## config.mk

```make
export PLATFORM = sky130hd
export DESIGN_NAME = scs8hd_pwrsw_seq
export DESIGN_NICKNAME = d
export VERILOG_FILES = /design/src/rtl/scs8hd_pwrsw_seq.sv
export SDC_FILE = /design/constraint.sdc
export NUM_CORES = 1
export LEC_CHECK = 0
export CAP_MARGIN = 20
export CORE_ASPECT_RATIO = 0.8
export CORE_UTILIZATION = 50
export CTS_BUF_LIST = sky130_fd_sc_hd__clkbuf_8 sky130_fd_sc_hd__clkbuf_16
export CTS_CLUSTER_DIAMETER = 80
export DETAILED_ROUTE_END_ITERATION = 6
export GPL_TIMING_DRIVEN = 0
export PLACE_DENSITY = 0.71
export SLEW_MARGIN = 5
export SYNTH_ARGS = -nofsm -noshare
export SYNTH_HDL_FRONTEND = slang
export SYNTH_SLANG_ARGS = --single-unit
export TNS_END_PERCENT = 10
```

## constraint.sdc

```tcl
create_clock -name clk -period 3.4 [get_ports clk]
set_clock_uncertainty 0.05 [all_clocks]
set_input_delay 0.34 -clock clk [delete_from_list [all_inputs] [get_ports clk]]
set_output_delay 0.34 -clock clk [all_outputs]
set_load 0.02 [all_outputs]
```

## src/rtl/scs8hd_pwrsw_seq.sv

```systemverilog
// Power-switch sequencer for one switchable scs8hd domain: staggered header enables,
// power-good wait, isolation/reset release, reverse power-down and fault capture.
module scs8hd_pwrsw_seq #(
  parameter int unsigned NGRP    = 4,
  parameter int unsigned STAGGER = 8,
  parameter int unsigned PGTO    = 255,
  parameter int unsigned RSTDLY  = 4
) (
  input  logic            clk,
  input  logic            resetb,
  input  logic            pwr_req,
  input  logic            pg_in,
  output logic [NGRP-1:0] sw_en,
  output logic            iso_en,
  output logic            dom_resetb,
  output logic            pwr_ack,
  output logic            err
);

  localparam int unsigned SPAN_MAX = (STAGGER > RSTDLY) ? STAGGER : RSTDLY;
  localparam int unsigned CNT_MAX  = (PGTO > SPAN_MAX) ? PGTO : SPAN_MAX;
  localparam int unsigned CW       = $clog2(CNT_MAX + 1);

  typedef enum logic [2:0] {
    S_OFF, S_RAMP_UP, S_WAIT_PG, S_RST_REL, S_ON, S_PRE_DOWN, S_RAMP_DOWN, S_ERR
  } state_t;

  state_t        state;
  logic [CW-1:0] cnt;
  logic          pg_meta;
  logic          pg_s;

  // Two-flop synchronizer for the asynchronous rail monitor output.
  always_ff @(posedge clk or negedge resetb) begin
    if (!resetb) begin
      pg_meta <= 1'b0;
      pg_s    <= 1'b0;
    end else begin
      pg_meta <= pg_in;
      pg_s    <= pg_meta;
    end
  end

  // Sequencer; the shared down-counter is reloaded on every timed step.
  always_ff @(posedge clk or negedge resetb) begin
    if (!resetb) begin
      state      <= S_OFF;
      cnt        <= '0;
      sw_en      <= '0;
      iso_en     <= 1'b1;
      dom_resetb <= 1'b0;
      pwr_ack    <= 1'b0;
      err        <= 1'b0;
    end else begin
      if (cnt != '0) cnt <= cnt - CW'(1);
      case (state)
        S_OFF: begin
          if (pwr_req) begin
            state <= S_RAMP_UP;
            sw_en <= NGRP'(1);
            cnt   <= CW'(STAGGER - 1);
          end
        end
        S_RAMP_UP: begin
          if (&sw_en) begin
            state <= S_WAIT_PG;
            cnt   <= CW'(PGTO - 1);
          end else if (cnt == '0) begin
            sw_en <= (sw_en << 1) | NGRP'(1);
            cnt   <= CW'(STAGGER - 1);
          end
        end
        S_WAIT_PG: begin
          if (pg_s) begin
            state  <= S_RST_REL;
            iso_en <= 1'b0;
            cnt    <= CW'(RSTDLY - 1);
          end else if (cnt == '0) begin
            state      <= S_ERR;
            sw_en      <= '0;
            iso_en     <= 1'b1;
            dom_resetb <= 1'b0;
            pwr_ack    <= 1'b0;
            err        <= 1'b1;
          end
        end
        S_RST_REL: begin
          if (cnt == '0) begin
            state      <= S_ON;
            dom_resetb <= 1'b1;
            pwr_ack    <= 1'b1;
          end
        end
        S_ON: begin
          // Rail loss outranks a simultaneous power-down request.
          if (!pg_s) begin
            state      <= S_ERR;
            sw_en      <= '0;
            iso_en     <= 1'b1;
            dom_resetb <= 1'b0;
            pwr_ack    <= 1'b0;
            err        <= 1'b1;
          end else if (!pwr_req) begin
            state      <= S_PRE_DOWN;
            dom_resetb <= 1'b0;
            pwr_ack    <= 1'b0;
          end
        end
        S_PRE_DOWN: begin
          state  <= S_RAMP_DOWN;
          iso_en <= 1'b1;
          cnt    <= '0;
        end
        S_RAMP_DOWN: begin
          if (cnt == '0) begin
            sw_en <= sw_en >> 1;
            cnt   <= CW'(STAGGER - 1);
            if ((sw_en >> 1) == '0) state <= S_OFF;
          end
        end
        S_ERR: begin
          if (!pwr_req) begin
            state <= S_OFF;
            err   <= 1'b0;
          end
        end
        default: state <= S_OFF;
      endcase
    end
  end

endmodule

```

==> out/results.tsv <==
metric	value	unit
pwr-share-comb	3.6	%
sequentialPowerShare	58.2	%
setup_viol	0	
dp_worst_setup_slack	0.920	ns
syn_nets	154	
crit_family	simple AND/OR/NAND/NOR gates	
hold_viol	0	
antenna_cells	0	
syn_area	1320	um^2
p_sw_share	21.3	%
yosysWarnings	0	
die_h	47.9	um
p_leak	0.633	nW
firstDrtPassIters	4	
synth.yosys.seq_area_share	38.1	%
grt-ovfl-total	0	
synthCells	148	
ys_types	46	
grt_pass1_vias	1100	
synth_ff_type	dfrtp_1	
drt_wl_total	3.16	mm
hp-class	flip-flop to flip-flop	
ys_seq_elements	20	
rsz0062_at_grt	no	
path_cells	inv_1 -> ha_1 -> nor4b_4 -> nand2_1 -> ha_1 -> o21ai_0 -> a21oi_1 -> o32a_1	
core_area	2460	um^2
vias	1235	
layout_setup_ws	0.881	ns
crit_top_cell	ha_1	
final_cell_area	1520	um^2
slowest_delay	0.41	ns
required	3.49	ns
path_max_fanout	10	
numCtsBuffers	3	
fin_tns_setup	0	ns
crit_path_top_delay_cell	dfrtp_1	
hold_slack	0.307	ns
power_switching	0.0877	mW
grt_max_degree	21	
gp_congestion	0.907	
slew_headroom	38.1	%
fin_crit_sh	74.1	%
initial_core_util	53.5	%
ctsHoldBuffers	0	
die-area	2850	um^2
cts_tree	yes	
syn_to_final_growth	15.2	%
dp.final_hpwl	2.30	mm
pin_count	12	
power.total	0.412	mW
critPathCaptureType	flip-flop	
cts_resized	0	
fin_crit	2.52	ns
critical_path_class	flip-flop to flip-flop	
track_usage	24.5	%
avgSynthCellArea	8.90	um^2
vdd_drop_max	0.259	mV
crit_buf_inv	1	
tightest_slew	0.926	ns
routedWlPerCell	15.9	um
htree_levels	1	
internal_power	0.324	mW
viasPerCell	6.21	
final_util	61.6	%
nNetsFinal	170	
placed_cells	195	
power.density	271	nW/um^2
nFillCells	222	
grt_first_pass_wirelength	5.04	mm
antenna_left	0	
outcome	complete, no violations	
fmax	397	MHz
p_clk_share	38.2	%
drt_iter0_markers	73	
cts-root-buf	clkbuf_8	
cts.sinks	20	
async_reset_ff_share	100	%
antenna_found_initial	0	
maxSlewViolCount	0	
drv_cap	0	
stdcell_count	199	
regArea	502	um^2
clkTransAtPathRegs	0.07	ns
synth-edff-count	0	
arrival	2.61	ns
drive_gt1_share	13.5	%
drc	0	
numPortBuffers	11	
cts.path.max_buffers	2	
insertion_delay	0.26	ns
startpoint_type	flip-flop	
multiInputGateArea	754	um^2
die_w	59.4	um
cts_setup_buffers	0	
dpl_cell_area	1470	um^2
rows	16	
state kept, by name, summed over array words and instances (netlist names):
signal	count
state	3
pg_meta	1
sw_en	4
pwr_ack	1
pg_s	1
iso_en	1
cnt	8
err	1
metal layers:
metal | GRT usage, % | wire length [um]
met1 | 33.1 | 1480
met2 | 39.3 | 1380
met3 | 7.03 | 279
met4 | 5.71 | 23
met5 | 0 | 0
worst paths after layout:
kind                                        end  slack [ns]         startpoint  depth (start not counted)
setup / recovery               cnt[0]$_DFF_PN0_        0.88   cnt[0]$_DFF_PN0_                          8
hold / removal                   pg_s$_DFF_PN0_        0.31  pg_meta$_DFF_PN0_                          0
setup reg to reg               cnt[0]$_DFF_PN0_        0.88   cnt[0]$_DFF_PN0_                          8
hold reg to reg                  pg_s$_DFF_PN0_        0.31  pg_meta$_DFF_PN0_                          0
max in group asynchronous      cnt[4]$_DFF_PN0_        2.18             resetb                          1
min in group asynchronous  state[2]$_DFFE_PN0P_        0.55             resetb                          1
area by class of cell:
cell class / count / share of cell area (%)
multi-input cells: 114 / 49.7
flip-flops and latches: 20 / 33.1
repair buffers: 11 / 7.25
well taps: 36 / 2.97
clock buffers: 3 / 2.72
plain buffers: 8 / 2.56
inverters: 6 / 1.48
clock inverters: 1 / 0.247
worst register-to-register path, cell delays in order (launching register included):
cell     delay [ns]
dfrtp_1        0.41
inv_1          0.07
ha_1           0.23
nor4b_4        0.34
nand2_1        0.32
ha_1           0.40
o21ai_0        0.16
a21oi_1        0.09
o32a_1         0.33
cell usage in the layout (no fill, tap or decap), types with 3 or more instances in the layout:
master / Yosys / final
nand3_1: 4 / 4
nor3_1: 6 / 6
nor2_1: 12 / 12
or3_1: 3 / 3
clkdlybuf4s50_1: 0 / 11
nor2b_1: 3 / 3
mux2i_1: 4 / 4
inv_1: 4 / 5
buf_2: 4 / 4
a21oi_1: 13 / 13
nand2_1: 16 / 16
dfrtp_1: 19 / 19
o21ai_1: 5 / 5
o21ai_0: 6 / 6
mux2_1: 4 / 4
clkbuf_8: 0 / 3
cell usage after synthesis (4+ instances only):
cell type / instances / area (um^2)
dfrtp_1: 19 / 475
nand2_1: 16 / 60.1
a21oi_1: 13 / 65.1
nor2_1: 12 / 45.0
nor3_1: 6 / 30.0
o21ai_0: 6 / 30.0
o21ai_1: 5 / 25.0
buf_2: 4 / 20.0
inv_1: 4 / 15.0
mux2_1: 4 / 45.0
mux2i_1: 4 / 40.0
nand3_1: 4 / 20.0
cells by family (layout without fill, tap and decap cells):
| family | Yosys count | in the layout | share of synthesized area [%] |
|---|---|---|---|
| AND/OR/NAND/NOR | 54 | 54 | 22.2 |
| XOR/XNOR | 3 | 3 | 1.99 |
| multiplexers | 9 | 9 | 7.31 |
| buffers and inverters | 14 | 29 | 4.65 |
| flip-flops | 20 | 20 | 38.1 |
| AO/OA/AOI/OAI | 46 | 46 | 23.8 |
| adder cells (fa/ha/maj) | 2 | 2 | 1.90 |
power by group through the flow:
stage | sequential [mW] | combinational, mW | clock [mW]
5_1_grt | 0.239 | 0.0162 | 0.173
3_5_place_dp | 0.244 | 0.0147 | 0
6_report | 0.239 | 0.0148 | 0.157
2_1_floorplan | 0.244 | 0.00411 | 0
3_3_place_gp | 0.244 | 0.0145 | 0
4_1_cts | 0.239 | 0.0148 | 0.165
No activity file was read; power rests on OpenSTA's default activity.
